$ cat src/rtl/hall_filter_decode_module.sv
// Hall sensor front end: per-channel synchroniser and glitch filter, sector
// decode with legality check, step direction and edge-to-edge period measure.
module hall_filter_decode_module #(
    parameter int unsigned SYNC_STAGES = 3,
    parameter int unsigned FILT_LEN    = 16,
    parameter int unsigned FILT_CNT_W  = 8,
    parameter int unsigned PERIOD_W    = 24
) (
    input  logic                sys_clk,
    input  logic                reset,
    input  logic                hall_u_in,
    input  logic                hall_v_in,
    input  logic                hall_w_in,
    output logic                hall_u_out,
    output logic                hall_v_out,
    output logic                hall_w_out,
    output logic [2:0]          sector,
    output logic                hall_valid,
    output logic                edge_pulse,
    output logic                dir,
    output logic [PERIOD_W-1:0] period,
    output logic                period_valid,
    output logic                hall_err,
    output logic                stall
);

    localparam logic [FILT_CNT_W-1:0] FiltLast = FILT_CNT_W'(FILT_LEN - 1);
    localparam logic [PERIOD_W-1:0]   PcntMax  = '1;

    typedef enum logic [1:0] {StInit, StArmed, StRun} state_e;

    // Channel index 2 = U, 1 = V, 0 = W so the vector reads as {u,v,w}.
    logic [2:0]                         pins;
    logic [2:0][SYNC_STAGES-1:0]        sync_q;
    logic [2:0]                         synced;
    logic [2:0]                         filt_q, filt_d;
    logic [2:0][FILT_CNT_W-1:0]         fcnt_q, fcnt_d;

    state_e                             state_q;
    logic [2:0]                         sector_q, sector_d;
    logic                               hall_valid_q;
    logic                               edge_q, pv_q, err_q, dir_q, stall_q;
    logic [PERIOD_W-1:0]                period_q, pcnt_q;
    logic [2:0]                         fwd_sector, rev_sector;
    logic                               is_fwd, is_rev;

    assign pins = {hall_u_in, hall_v_in, hall_w_in};

    function automatic logic [2:0] decode(input logic [2:0] code);
        logic [2:0] s;
        case (code)
            3'b100:  s = 3'd1;
            3'b110:  s = 3'd2;
            3'b010:  s = 3'd3;
            3'b011:  s = 3'd4;
            3'b001:  s = 3'd5;
            3'b101:  s = 3'd6;
            default: s = 3'd0;
        endcase
        return s;
    endfunction

    // Metastability chains, one per channel.
    always_ff @(posedge sys_clk) begin
        if (reset) begin
            sync_q <= '0;
        end else begin
            for (int ch = 0; ch < 3; ch++) begin
                sync_q[ch] <= {sync_q[ch][SYNC_STAGES-2:0], pins[ch]};
            end
        end
    end

    // A synced level must disagree with the filtered level for FILT_LEN cycles in a row.
    always_comb begin
        for (int ch = 0; ch < 3; ch++) begin
            synced[ch] = sync_q[ch][SYNC_STAGES-1];
            filt_d[ch] = filt_q[ch];
            fcnt_d[ch] = '0;
            if (synced[ch] != filt_q[ch]) begin
                if (fcnt_q[ch] == FiltLast) begin
                    filt_d[ch] = synced[ch];
                end else begin
                    fcnt_d[ch] = fcnt_q[ch] + 1'b1;
                end
            end
        end
    end

    // Filter state registers.
    always_ff @(posedge sys_clk) begin
        if (reset) begin
            filt_q <= '0;
            fcnt_q <= '0;
        end else begin
            filt_q <= filt_d;
            fcnt_q <= fcnt_d;
        end
    end

    // Decode filtered code and classify it against the registered sector.
    always_comb begin
        sector_d   = decode(filt_q);
        fwd_sector = (sector_q == 3'd6) ? 3'd1 : sector_q + 3'd1;
        rev_sector = (sector_q == 3'd1) ? 3'd6 : sector_q - 3'd1;
        is_fwd     = (sector_d == fwd_sector);
        is_rev     = (sector_d == rev_sector);
    end

    // Tracking FSM with registered sector, pulses, direction, period and stall.
    always_ff @(posedge sys_clk) begin
        if (reset) begin
            state_q      <= StInit;
            sector_q     <= 3'd0;
            hall_valid_q <= 1'b0;
            edge_q       <= 1'b0;
            pv_q         <= 1'b0;
            err_q        <= 1'b0;
            dir_q        <= 1'b1;
            period_q     <= '0;
            stall_q      <= 1'b0;
            pcnt_q       <= '0;
        end else begin
            edge_q       <= 1'b0;
            pv_q         <= 1'b0;
            err_q        <= 1'b0;
            sector_q     <= sector_d;
            hall_valid_q <= (sector_d != 3'd0);
            pcnt_q       <= (pcnt_q == PcntMax) ? pcnt_q : pcnt_q + PERIOD_W'(1);
            if (sector_d != sector_q) begin
                if (sector_d == 3'd0) begin
                    // Entering an illegal code drops the reference entirely.
                    err_q   <= 1'b1;
                    state_q <= StInit;
                end else if (sector_q == 3'd0 || state_q == StInit) begin
                    state_q <= StArmed;
                    pcnt_q  <= '0;
                end else if (is_fwd || is_rev) begin
                    edge_q  <= 1'b1;
                    dir_q   <= is_fwd;
                    pcnt_q  <= '0;
                    stall_q <= 1'b0;
                    state_q <= StRun;
                    // Only a full interval between two edges is reported.
                    if (state_q == StRun && pcnt_q != PcntMax) begin
                        period_q <= pcnt_q + PERIOD_W'(1);
                        pv_q     <= 1'b1;
                    end
                end else begin
                    // Skipped sector: restart measurement from the new sector.
                    err_q   <= 1'b1;
                    state_q <= StArmed;
                    pcnt_q  <= '0;
                end
            end else if (pcnt_q == PcntMax && state_q != StInit) begin
                stall_q <= 1'b1;
                if (state_q == StRun) begin
                    state_q <= StArmed;
                end
            end
        end
    end

    assign hall_u_out   = filt_q[2];
    assign hall_v_out   = filt_q[1];
    assign hall_w_out   = filt_q[0];
    assign sector       = sector_q;
    assign hall_valid   = hall_valid_q;
    assign edge_pulse   = edge_q;
    assign dir          = dir_q;
    assign period       = period_q;
    assign period_valid = pv_q;
    assign hall_err     = err_q;
    assign stall        = stall_q;

endmodule

$ cat config.mk
export PLATFORM = sky130hd
export DESIGN_NAME = hall_filter_decode_module
export DESIGN_NICKNAME = d
export VERILOG_FILES = /design/src/rtl/hall_filter_decode_module.sv
export SDC_FILE = /design/constraint.sdc
export NUM_CORES = 1
export LEC_CHECK = 0
export CAP_MARGIN = 20
export CORE_MARGIN = 5
export CORE_UTILIZATION = 45
export DETAILED_ROUTE_END_ITERATION = 8
export PLACE_DENSITY = 0.73
export SYNTH_ARGS = -nofsm -noshare
export SYNTH_HDL_FRONTEND = slang
export SYNTH_SLANG_ARGS = --single-unit
$ cat constraint.sdc
create_clock -name sys_clk -period 3.17 [get_ports sys_clk]
set_clock_uncertainty 0.1 [all_clocks]
set_input_delay 0.317 -clock sys_clk [delete_from_list [all_inputs] [get_ports sys_clk]]
set_output_delay 0.317 -clock sys_clk [all_outputs]
set_load 0.05 [all_outputs]
Yosys cells after proc, flatten, opt, wreduce, memory -nomap -nowiden
Index checks and enable logic that the tools add are counted.
{ "classes": {"n_bitwise": 7, "reduce_logical": 24, "eq_ne": 23, "mux": 22, "addsub": 6} }
{ "ops": {"columns": ["operator", "count"], "rows": [
  ["2-to-1 mux 24 bit", 3],
  ["adder 24 x 1 -> 24 bit (second input constant)", 1],
  ["adder 8 x 1 -> 8 bit (second input constant)", 3],
  ["== test 24 bit (second input constant)", 1],
  ["== test 8 x 4 -> 1 bit (second input constant)", 3],
  ["inequality test 24 bit (second input constant)", 1],
  ["one-hot mux 3 bit (6 select lines)", 1],
  ["== test 3 bit (second input constant)", 4],
  ["2-to-1 mux 2 bit", 6],
  ["2-to-1 mux 1 bit", 10],
  ["OR reduction 3 bit", 3],
  ["AND reduction 2 bit", 4],
  ["AND reduction 4 bit", 2],
  ["inverter 1 bit", 7],
  ["== test 3 x 1 -> 1 bit (second input constant)", 2],
  ["== test 3 x 2 -> 1 bit (second input constant)", 2],
  ["== test 3 bit", 2],
  ["zero test 3 bit", 2],
  ["2-to-1 mux 3 bit", 2],
  ["nonzero test 2 bit", 3],
  ["AND reduction 5 bit", 1],
  ["OR reduction 5 bit", 1],
  ["inequality test 2 bit (second input constant)", 2],
  ["OR reduction 4 bit", 1],
  ["11 further kinds", 15]
]} }
{ "word_totals": {"input_bits": 5, "elab_cells": 101, "register_bits": 95, "out_inout_bits": 36} }

Logic depth before layout (Yosys ltp)
Gate-level depths: netlist of the first run.
{ "depth": {"word_depth": 8, "mapped_depth": 11, "ltp_nobuf": 9} }

Least setup slack after synthesis of the first run
OpenSTA, ideal clock, no wires.
{ "synth_path": {"path_kind": "reg-to-reg", "startpoint": "reg sector_q[1], in the netlist sector[1]", "endpoint": "reg period_q[10], in the netlist period[10]", "n_path_buf": 2, "arrival_ns": 2.890, "slack_ns": 0.099, "setup_ns": 0.081, "stages_incl_launch_ff": 12, "synth_period_minus_slack_ns": 3.071, "required_time_ns": 2.989, "path_cell_list": "dfxtp_1 > clkbuf_1 > inv_1 > ha_1 > nor2b_1 > o21ai_1 > a211oi_1 > o311a_1 > o31ai_2 > nor2_4 > buf_6 > a211oi_2"} }
{ "synth_between": {"elab_chain_cells": 5, "elab_cells_between_ends": 14, "classes_between": "2 x add/sub; 5 x eq/ne; 2 x mux; 1 x bitwise; 4 x reduce/logical"} }
{ "synth_lines": {"columns": ["item", "line_no", "text"], "rows": [
  ["start, declared", "40", "logic [2:0] sector_q, sector_d;"],
  ["start signal, assigned", "127", "sector_q <= sector_d;"],
  ["adder 3 x 1 -> 3 bit (tied with other cells)", "104", "fwd_sector = (sector_q == 3'd6) ? 3'd1 : sector_q + 3'd1;"],
  ["2-to-1 mux 3 bit, on equally long branches", "104, 105", null],
  ["== test 3 bit, on equally long branches", "106, 107", null],
  ["logical OR 1 bit", "138", "end else if (is_fwd || is_rev) begin"],
  ["AND reduction 5 bit (no line) (*)", null, null],
  ["end signal, assigned", "146", "period_q <= pcnt_q + PERIOD_W'(1);"],
  ["end, declared", "43", "logic [PERIOD_W-1:0] period_q, pcnt_q;"]
]} }
Mark *: on every way between the ends. The rest lies on a longest branch, timed or not.
A chain may end at the register's enable or synchronous reset.

Worst setup path after layout of the first run
{ "layout_path": {"startpoint": "reg sector_q[1], in the netlist sector[1]", "endpoint": "reg period_q[0], in the netlist period[0]"} }
Same word-level chain as after synthesis.

==> reports/qor.yml, run 1 <==
yosys:
  synth_area_leader_cell: "sky130_fd_sc_hd__dfxtp_1"
  async_flop_share_pct: 0
  synth_cell_types: 57
  yosysTopAreaCellShare_pct: 42.7
  ranking_of_synthesized_cells_by_area: "sky130_fd_sc_hd__dfxtp_1 43%, sky130_fd_sc_hd__a211oi_2 5.9%, sky130_fd_sc_hd__xor2_1 5.1%, sky130_fd_sc_hd__xnor2_1 4.5%, sky130_fd_sc_hd__a21oi_1 4.2%"
  syn_area_per_cell_um2: 9.47
  yosys-top-cells-count: "95 x sky130_fd_sc_hd__dfxtp_1, 48 x sky130_fd_sc_hd__nor2_1, 37 x sky130_fd_sc_hd__a21oi_1"
  synth_seq_cells: 95
  synth_seq_area_share_pct: 42.7
  synthesis.yosys.warnings: 0
  cell_with_the_most_instances_after_synthesis: "sky130_fd_sc_hd__dfxtp_1"
  synth.cell_area_mm2: 0.00446
  synth_enable_flop_cells: 0
  synth_top_flop_cell: "sky130_fd_sc_hd__dfxtp_1"
  synthesized_netlist_net_count: 485
  synthesis.instances: 471
floorplanning:
  design.core.area_mm2: 0.00973
  row_count: 36
  floorplan.die_area_mm2: 0.0120
  die_h_um: 110
  die_x_um: 110
  floorplan.initialDensity_pct: 45.8
  io_pins: 41
critical_path:
  cp_data_required_time_ns: 3.34
  critical_path_arrival_ns: 3.03
  worstSetupPathType: "reg2reg"
  critical_path_peak_fanout: 12
  setup.worst_path.start_class: "flip-flop"
  kind_of_end_point_of_the_critical_path: "flip-flop"
placement:
  dp_hpwl_um: 6290
  globalplace.congestion: 0.773
  port-buffer-count: 40
  preCtsSetupSlack_ns: 0.0383
hold_path:
  hold_path.class: "reg2reg"
timing:
  maxSlewViolCount: 0
  setup_viol_count_final: 0
  maxClockFrequency_mhz: 350
  slew_headroom_pct: 51.5
  rsz0062_at_grt: "false"
  finalHoldViolations: 0
  tns_ns: 0
  timing.hold.ws_ns: 0.340
  finalCritPeriodShare_pct: 90.0
  finalWorstSetupSlack_ns: 0.316
  max_slew.worst_pin.slew_ns: 0.727
  min_period_ns: 2.85
drt:
  wl_per_cell_um: 14.9
  drt-total-wl_um: 9600
  route.antenna.remaining_nets: 0
  routed_via_density: 5.34
  dr.pass1.iters: 4
  drcViolationCount: 0
  route.vias.total: 3433
  drtIter0Drc: 186
cts:
  cts-htree-levels: 3
  cts_tree: "done"
  clkSinkCount: 95
  clock-root-buffer: "sky130_fd_sc_hd__clkbuf_8"
  cts_inserted_buffers: 9
  clkTransAtPathRegs_ns: 0.08
  max-clock-path-buffers: 2
  clock_latency_ns: 0.35
global_route:
  grt_overflow: 0
  groute.usage.overall_pct: 16.0
  number_of_antenna_violations_at_the_first_check_in_global_routing: 0
  grt_start_max_net_pins: 33
  first_pass_grt_wire_length_um: 15600
  via_count_of_the_first_global_routing_pass: 3351
cells_and_area:
  antenna_cells: 0
  nets: 520
  final.fill_count: 914
  drive_above_1_share_pct: 16.1
  area_growth_syn_to_layout_pct: 14.7
power_and_ir_drop:
  powerDensity_mw_per_mm2: 380
  max_ir_drop_vdd_uv: 239
  leakage_power_uw: 0.00169
run:
  number_of_max_cap_violations: 0
run_status:
  run_status: "finished clean"
## kinds of logic (layout without fill, tap and decap cells)
kind of cell	after synthesis	in the layout	share of synthesized area, %
adders and majority gates	9	9	2.53
muxes	6	6	1.46
buffers and inverters	42	79	5.92
and+or+nand+nor	157	158	18.2
AOI/OAI and AO/OA	113	114	19.6
DFF	95	95	42.7
xor gates and xnor gates	49	49	9.63
## state kept, by name, indices dropped and copies added (netlist names)
signal        flops
hall_err          1
sync_q            9
period           24
pcnt_q           24
fcnt_q           24
period_valid      1
filt_q            3
hall_valid        1
dir               1
stall             1
edge_pulse        1
sector            3
state_q           2
## placed cells by master (no fill, tap or decap), types with 4 or more instances in the layout
cell                              synthesis  layout
sky130_fd_sc_hd__and3_1                   6       6
sky130_fd_sc_hd__a21oi_2                 18      19
sky130_fd_sc_hd__nand4_1                  8       8
sky130_fd_sc_hd__a211oi_1                 6       6
sky130_fd_sc_hd__xnor2_1                 23      23
sky130_fd_sc_hd__nand2_1                 22      22
sky130_fd_sc_hd__dfxtp_1                 95      94
sky130_fd_sc_hd__nor3_1                   7       7
sky130_fd_sc_hd__mux2i_1                  5       5
sky130_fd_sc_hd__o21ai_0                 12      12
sky130_fd_sc_hd__nand3_1                 20      20
sky130_fd_sc_hd__nor2_1                  48      48
sky130_fd_sc_hd__or3_1                    4       4
sky130_fd_sc_hd__ha_1                     9       9
sky130_fd_sc_hd__nor3b_1                  4       4
sky130_fd_sc_hd__buf_4                    1      13
sky130_fd_sc_hd__a21oi_1                 37      36
sky130_fd_sc_hd__a211oi_2                21      21
sky130_fd_sc_hd__nor2b_1                 13      13
sky130_fd_sc_hd__or2_2                    4       4
sky130_fd_sc_hd__xor2_1                  26      26
sky130_fd_sc_hd__inv_1                    8       8
sky130_fd_sc_hd__clkdlybuf4s50_1          0      39
sky130_fd_sc_hd__clkbuf_8                 2      10
## cell type report
| type | count | area (um^2) | area share (%) |
|---|---|---|---|
| Multi-Input combinational cell | 336 | 2330 | 45.5 |
| Tap cell | 133 | 166 | 3.26 |
| Timing Repair Buffer | 54 | 513 | 10.0 |
| Clock buffer | 12 | 145 | 2.84 |
| Clock inverter | 3 | 20.0 | 0.392 |
| Inverter | 10 | 37.5 | 0.734 |
| Sequential cell | 95 | 1900 | 37.2 |
## per-layer routing
layer / track usage [%] / routed length (um) / vias to the layer above
met5: 0 / 0 / -
met4: 6.23 / 177 / 0
met3: 3.58 / 356 / 17
met2: 26.1 / 4620 / 63
met1: 20.7 / 4450 / 1644
li1: - / - / 1709
## worst paths after layout
| check | startpoint | to | slack (ns) | cells past startpoint |
|---|---|---|---|---|
| setup / recovery | sector[1] | period[0] | 0.32 | 10 |
| hold / removal | sync_q[6] | sync_q[7] | 0.34 | 1 |
| setup reg to reg | sector[1] | period[0] | 0.32 | 10 |
| hold reg to reg | sync_q[6] | sync_q[7] | 0.34 | 1 |
## power breakdown
group          internal, uW  switching [uW]  leakage [uW]
sequential             1200            6.45      0.000768
clock                   302             392     0.0000785
combinational          14.0            26.6      0.000842
total                  1520             426       0.00169
## per-stage QoR
step	std cells	area [um^2]	utilization [%]	total power, uW
2_1_floorplan	471	4460	-	1260
3_3_place_gp	625	4890	50.3	1270
3_5_place_dp	625	4890	50.3	1280
4_1_cts	640	5060	52.0	1960
5_1_grt	643	5110	52.5	2010
6_report	643	5110	52.5	1940
## critical path: stages (launching register included)
cell,delay (ns)
sky130_fd_sc_hd__dfxtp_2,0.44
sky130_fd_sc_hd__inv_1,0.13
sky130_fd_sc_hd__ha_1,0.27
sky130_fd_sc_hd__and4bb_2,0.26
sky130_fd_sc_hd__a32oi_1,0.23
sky130_fd_sc_hd__a21oi_1,0.10
sky130_fd_sc_hd__o21a_1,0.31
sky130_fd_sc_hd__o31ai_4,0.47
sky130_fd_sc_hd__nor2_4,0.09
sky130_fd_sc_hd__buf_12,0.17
sky130_fd_sc_hd__a211oi_2,0.20
## timing repair
item,4_1_cts,5_1_grt
gates resized for setup,0,4
hold buffers,0,0
setup endpoints to repair,0,23
buffers inserted,0,1
endpoints found under the hold margin,0,0
Power figures use the tool's default switching activity.
==> run 2: changes to the inputs <==
--- a/config.mk
+++ b/config.mk
@@ -6,10 +6,13 @@
 export NUM_CORES = 1
 export LEC_CHECK = 0
 export CAP_MARGIN = 20
-export CORE_MARGIN = 5
-export CORE_UTILIZATION = 45
+export CELL_PAD_IN_SITES_DETAIL_PLACEMENT = 1
+export CELL_PAD_IN_SITES_GLOBAL_PLACEMENT = 1
+export CORE_ASPECT_RATIO = 0.6
+export CORE_MARGIN = 1
+export CORE_UTILIZATION = 44
 export DETAILED_ROUTE_END_ITERATION = 8
-export PLACE_DENSITY = 0.73
+export PLACE_DENSITY = 0.87
 export SYNTH_ARGS = -nofsm -noshare
 export SYNTH_HDL_FRONTEND = slang
 export SYNTH_SLANG_ARGS = --single-unit
==> reports/qor.yml, run 2 (synthesis results as in run 1) <==
run_status:
  run_status: "finished clean"  # unchanged
placement:
  dp.cells: 630  # was 625
  globalplace.congestion: 0.823  # was 0.773
  port-buffer-count: 40  # unchanged
  dp_hpwl_um: 8180  # was 6290 um
floorplanning:
  row_count: 28  # was 36
  design.core.area_mm2: 0.00984  # was 0.00973 mm^2
  io_pins: 41  # unchanged
  die_x_um: 132  # was 110 um
  floorplan.die_area_mm2: 0.0106  # was 0.0120 mm^2
  floorplan.initialDensity_pct: 45.3  # was 45.8%
  die_h_um: 80.0  # was 110 um
critical_path:
  kind_of_end_point_of_the_critical_path: "flip-flop"  # unchanged
  worstSetupPathType: "reg2reg"  # unchanged
  critical_path_peak_fanout: 17  # was 12
  r2r_worst_path_depth: 9  # was 10
  cp_data_required_time_ns: 3.28  # was 3.34 ns
  reg2reg_slack_ns: 0.11  # was 0.32 ns
  worst-path-buf-inv: 1  # was 2
  cpMostUsedCell: "sky130_fd_sc_hd__and2_1"
  reg2reg_to: "period[19]"  # was period[0]
  cp_cell_sequence: "ha_1 -> nand2_1 -> nor4_1 -> and2_1 -> nand3_1 -> and2_1 -> buf_4 -> a21oi_1 -> a211oi_2"  # was inv_1 -> ha_1 -> and4bb_2 -> a32oi_1 -> a21oi_1 -> o21a_1 -> o31ai_4 -> nor2_4 -> buf_12 -> a211oi_2
  worst_path_largest_cell_delay_ns: 0.62  # was 0.47 ns
  setup.worst_path.start_class: "flip-flop"  # unchanged
  critical-path-slowest-cell: "sky130_fd_sc_hd__nor4_1"  # was sky130_fd_sc_hd__o31ai_4
  critical_path_arrival_ns: 3.17  # was 3.03 ns
  timing.critical_path.depth: 9  # was 10
  critPathTopFamily: "simple AND/OR/NAND/NOR gates"  # was compound AO/OA/AOI/OAI gates
  rr_startpoint: "pcnt_q[1]"  # was sector[1]
drt:
  routed_via_density: 5.69  # was 5.34
  route.antenna.remaining_nets: 0  # unchanged
  drtIter0Drc: 267  # was 186
  drcViolationCount: 0  # unchanged
  drt-total-wl_um: 13000  # was 9600 um
  dr.pass1.iters: 4  # unchanged
  wl_per_cell_um: 20.0  # was 14.9 um
  route.vias.total: 3679  # was 3433
hold_path:
  hold_path.startpoint: "sync_q[1]"  # was sync_q[6]
  hold_path.class: "reg2reg"  # unchanged
  hold-path-cell-count: 1  # unchanged
  hold-path-endpoint: "sync_q[2]"  # was sync_q[7]
timing:
  timing.hold.ws_ns: 0.337  # was 0.340 ns
  slew_headroom_pct: 54.2  # was 51.5%
  min_period_ns: 3.06  # was 2.85 ns
  maxClockFrequency_mhz: 326  # was 350 MHz
  maxSlewViolCount: 0  # unchanged
  finalHoldViolations: 0  # unchanged
  finalCritPeriodShare_pct: 96.6  # was 90.0%
  setup_viol_count_final: 0  # unchanged
  max_slew.worst_pin.slew_ns: 0.680  # was 0.727 ns
  tns_ns: 0  # unchanged
global_route:
  first_pass_grt_wire_length_um: 20100  # was 15600 um
  number_of_antenna_violations_at_the_first_check_in_global_routing: 0  # unchanged
  grt_start_max_net_pins: 27  # was 33
  via_count_of_the_first_global_routing_pass: 3862  # was 3351
  groute.usage.overall_pct: 24.9  # was 16.0%
  grt_overflow: 0  # unchanged
cts:
  cts_tree: "done"  # unchanged
  clock-root-buffer: "sky130_fd_sc_hd__clkbuf_16"  # was sky130_fd_sc_hd__clkbuf_8
  cts-htree-levels: 3  # unchanged
  cts_inserted_buffers: 9  # unchanged
  clock_latency_ns: 0.35  # about the same
  clkSinkCount: 95  # unchanged
  clkTransAtPathRegs_ns: 0.07  # was 0.08 ns
  max-clock-path-buffers: 2  # unchanged
cells_and_area:
  drive_above_1_share_pct: 16.8  # was 16.1%
  nets: 521  # was 520
  area_growth_syn_to_layout_pct: 18.0  # was 14.7%
  instances_no_fill: 647  # was 643
  antenna_cells: 0  # unchanged
  layout.cells.most_common_list: "94 x sky130_fd_sc_hd__dfxtp_1, 48 x sky130_fd_sc_hd__nor2_1, 39 x sky130_fd_sc_hd__clkdlybuf4s50_1"  # unchanged
  layout.cells.most_common: "sky130_fd_sc_hd__dfxtp_1"  # unchanged
  util_after_layout_pct: 53.4  # was 52.5%
run:
  number_of_max_cap_violations: 0  # unchanged
power_and_ir_drop:
  leakage_power_uw: 0.00177  # was 0.00169 uW
  max_ir_drop_vdd_uv: 266  # was 239 uV
  powerDensity_mw_per_mm2: 458  # was 380 mW/mm^2
  p_total_uw: 2410  # was 1940 uW
## run 2: through the flow
| step | instance area [um^2] | worst slack (ns) |
|---|---|---|
| detailed placement | 4930 | 0.165 |
| global placement | 4930 | 0.488 |
| CTS | 5250 | 0.107 |
| global route | 5260 | -0.0324 |
| floorplan | 4460 | 0.0987 |
| finish | 5260 | 0.107 |
## run 2: worst max-delay path by stage
stage,from,to
2_1_floorplan,sector[1],period[10]
3_3_place_gp,sector[0],period[0]
3_5_place_dp,sector[0],period[18]
4_1_cts,sector[0],period[18]
5_1_grt,pcnt_q[1],period[18]
6_report,pcnt_q[1],period[19]
## run 2: layout make-up
cell class	count	area [um^2]
Sequential cell	95	1900
Fill cell	1117	4580
Multi-Input combinational cell	335	2310
Tap cell	135	169
Timing Repair Buffer	56	528
Clock buffer	12	267
Inverter	10	37.5
Clock inverter	4	51.3
## run 2: report_power, final
| group | total (uW) | switching, uW | internal, uW | leakage (uW) |
|---|---|---|---|---|
| sequential | 1210 | 6.75 | 1200 | 0.000768 |
| combinational | 47.1 | 31.7 | 15.4 | 0.000850 |
| clock | 1150 | 476 | 678 | 0.000155 |
## run 2: what timing repair did
item                                    4_1_cts  5_1_grt
endpoints found under the setup margin        0       22
setup buffers                                 0        0
hold buffers                                  0        0
gates resized for setup                       0        2
## run 2: routing by layer
metal | GRT usage (%) | wire, um | up-vias
li1 | - | - | 1722
met1 | 29.3 | 5750 | 1854
met2 | 44.2 | 6460 | 76
met3 | 5.40 | 452 | 27
met4 | 10.9 | 295 | 0
met5 | 0 | 0 | -
==> run 3: changes to the inputs <==
--- a/config.mk
+++ b/config.mk
@@ -12,6 +12,7 @@
 export CORE_MARGIN = 1
 export CORE_UTILIZATION = 44
 export DETAILED_ROUTE_END_ITERATION = 8
+export HOLD_SLACK_MARGIN = 0.1
 export PLACE_DENSITY = 0.87
 export SYNTH_ARGS = -nofsm -noshare
 export SYNTH_HDL_FRONTEND = slang
==> constraint.sdc (replaced) <==
create_clock -name sys_clk -period 2.9 [get_ports sys_clk]
set_clock_uncertainty 0.1 [all_clocks]
set_input_delay 0.29 -clock sys_clk [delete_from_list [all_inputs] [get_ports sys_clk]]
set_output_delay 0.29 -clock sys_clk [all_outputs]
set_load 0.05 [all_outputs]
==> reports/qor.yml, run 3 (synthesis results as in run 1) <==
power_and_ir_drop:
  powerDensity_mw_per_mm2: 484  # was 458 mW/mm^2
  power.switching_uw: 568  # was 514 uW
  combinationalPowerShare_pct: 1.8  # was 2.0%
  leakage_power_uw: 0.00182  # was 0.00177 uW
  max_ir_drop_vdd_uv: 272  # was 266 uV
  sequentialPowerShare_pct: 50.8  # was 50.2%
  switching_share_pct: 21.9  # was 21.3%
  clock_power_share_pct: 47.4  # was 47.9%
  power.internal_uw: 2030  # was 1900 uW
timing:
  max_slew.worst_pin.slew_ns: 0.604  # was 0.680 ns
  slew_headroom_pct: 59.8  # was 54.2%
  min_period_ns: 2.89  # was 3.06 ns
  tns_ns: 0  # unchanged
  setup_viol_count_final: 0  # unchanged
  maxClockFrequency_mhz: 346  # was 326 MHz
  maxSlewViolCount: 0  # unchanged
  timing.hold.ws_ns: 0.341  # was 0.337 ns
  finalCritPeriodShare_pct: 99.5  # was 96.6%
  finalHoldViolations: 0  # unchanged
drt:
  route.antenna.remaining_nets: 0  # unchanged
  routed_via_density: 5.76  # was 5.69
  dr.pass1.iters: 4  # unchanged
  drcViolationCount: 0  # unchanged
  drt-total-wl_um: 13500  # was 13000 um
  route.vias.total: 3767  # was 3679
  wl_per_cell_um: 20.6  # was 20.0 um
  drtIter0Drc: 240  # was 267
cts:
  cts_inserted_buffers: 9  # unchanged
  clkTransAtPathRegs_ns: 0.07  # about the same
  max-clock-path-buffers: 2  # unchanged
  clock_latency_ns: 0.34  # was 0.35 ns
  clkSinkCount: 95  # unchanged
  clock-root-buffer: "sky130_fd_sc_hd__clkbuf_16"  # unchanged
  cts-htree-levels: 3  # unchanged
  cts_tree: "done"  # unchanged
cells_and_area:
  area.sequential_mm2: 0.00191  # was 0.00190 mm^2
  area_growth_syn_to_layout_pct: 20.4  # was 18.0%
  final.fill_count: 1094  # was 1117
  drive_above_1_share_pct: 19.1  # was 16.8%
  multi_input_area_mm2: 0.00236  # was 0.00231 mm^2
  layout.cells.most_common: "sky130_fd_sc_hd__dfxtp_1"  # unchanged
  layout.cells.most_common_list: "92 x sky130_fd_sc_hd__dfxtp_1, 48 x sky130_fd_sc_hd__nor2_1, 39 x sky130_fd_sc_hd__clkdlybuf4s50_1"  # was 94 x sky130_fd_sc_hd__dfxtp_1, 48 x sky130_fd_sc_hd__nor2_1, 39 x sky130_fd_sc_hd__clkdlybuf4s50_1
  post-route-cell-area_mm2: 0.00537  # was 0.00526 mm^2
  antenna_cells: 0  # unchanged
  nets: 528  # was 521
global_route:
  groute.usage.overall_pct: 24.9  # about the same
  grt_start_max_net_pins: 29  # was 27
  via_count_of_the_first_global_routing_pass: 3779  # was 3862
  grt_overflow: 0  # unchanged
  number_of_antenna_violations_at_the_first_check_in_global_routing: 0  # unchanged
  first_pass_grt_wire_length_um: 20300  # was 20100 um
floorplanning:
  floorplan.initialDensity_pct: 45.3  # unchanged
  row_count: 28  # unchanged
  design.core.area_mm2: 0.00984  # unchanged
  die_h_um: 80.0  # unchanged
  floorplan.die_area_mm2: 0.0106  # unchanged
  io_pins: 41  # unchanged
  die_x_um: 132  # unchanged
critical_path:
  kind_of_end_point_of_the_critical_path: "flip-flop"  # unchanged
  cp_cell_sequence: "inv_1 -> ha_1 -> and2b_1 -> nor4b_1 -> o21ai_0 -> a21oi_1 -> buf_4 -> o31a_4 -> a21oi_2 -> a211oi_2"  # was ha_1 -> nand2_1 -> nor4_1 -> and2_1 -> nand3_1 -> and2_1 -> buf_4 -> a21oi_1 -> a211oi_2
  critical_path_peak_fanout: 12  # was 17
  cp_data_required_time_ns: 3.04  # was 3.28 ns
  setup.worst_path.start_class: "flip-flop"  # unchanged
  worst_path_largest_cell_delay_ns: 0.42  # was 0.62 ns
  critical_path_arrival_ns: 3.03  # was 3.17 ns
  critical-path-slowest-cell: "sky130_fd_sc_hd__dfxtp_4"  # was sky130_fd_sc_hd__nor4_1
  worstSetupPathType: "reg2reg"  # unchanged
placement:
  dp_hpwl_um: 7720  # was 8180 um
  port-buffer-count: 40  # unchanged
  globalplace.congestion: 0.869  # was 0.823
  placed_cell_areas_mm2: 0.00492  # was 0.00493 mm^2
run_status:
  run_status: "finished clean"  # unchanged
hold_path:
  hold_path.class: "reg2reg"  # unchanged
run:
  number_of_max_cap_violations: 0  # unchanged
-- run 3: cell types whose count changed in the layout (fill, tap and decap cells not counted), moves of 2 or more --
cell / before / now
sky130_fd_sc_hd__buf_4: 15 / 19
sky130_fd_sc_hd__clkbuf_8: 3 / 1
sky130_fd_sc_hd__clkinv_4: 0 / 2
sky130_fd_sc_hd__dfxtp_1: 94 / 92
sky130_fd_sc_hd__dfxtp_4: 0 / 2
-- run 3: through the flow --
stage | utilization [%] | power [uW] | worst slack, ns | instances
4_1_cts | 53.5 | 2600 | -0.0249 | 649
5_1_grt | 54.5 | 2660 | -0.0464 | 654
3_3_place_gp | 50.0 | 1390 | 0.0346 | 630
3_5_place_dp | 50.0 | 1400 | -0.114 | 630
6_report | 54.5 | 2600 | 0.0137 | 654
2_1_floorplan | - | 1380 | 0.00241 | 471
-- run 3: repair_timing --
action                                  4_1_cts  5_1_grt
endpoints found under the setup margin       23       27
cloned                                        2        1
setup buffers                                 1        4
gates resized for setup                       3        9
hold buffers                                  0        0
pin swaps                                     3        4
-- run 3: path summary, 6_finish.rpt --
check	start	end	slack, ns	cells after the start
max	sector[1]	period[22]	0.01	10
min	sync_q[3]	sync_q[4]	0.34	1
max reg2reg	sector[1]	period[22]	0.01	10
min reg2reg	sync_q[3]	sync_q[4]	0.34	1
-- run 3: critical path: cells and delay by family (launching register included) --
kind	cells	cell delay, ns
fa+ha+maj	1	0.27
compound gates	5	1.15
simple gates	2	0.51
buf+inv	2	0.33
flops	1	0.42
-- run 3: final cells by class --
cell class                      count  area share, %
Inverter                           10          0.699
Sequential cell                    95           35.6
Tap cell                          135           3.15
Multi-Input combinational cell    337           44.0
Clock buffer                       11           4.52
Clock inverter                      5           1.24
Timing Repair Buffer               61           10.8
-- run 3: routing by layer --
metal / routed length (um) / up-vias / share of wire (%) / global-route usage, %
met4: 341 / 0 / 2.5 / 10.1
met3: 648 / 24 / 4.8 / 5.27
met2: 6430 / 121 / 48 / 41.7
met1: 6080 / 1879 / 45 / 31.3
li1: - / 1743 / - / -
met5: 0 / - / 0 / 0
-- run 3: power by group through the flow --
stage / Sequential [uW] / Clock (uW) / Combinational, uW
floorplan: 1350 / 0 / 32.3
global placement: 1350 / 0 / 42.4
detailed placement: 1350 / 0 / 44.7
CTS: 1320 / 1230 / 45.8
global route: 1320 / 1290 / 49.5
finish: 1320 / 1230 / 45.9
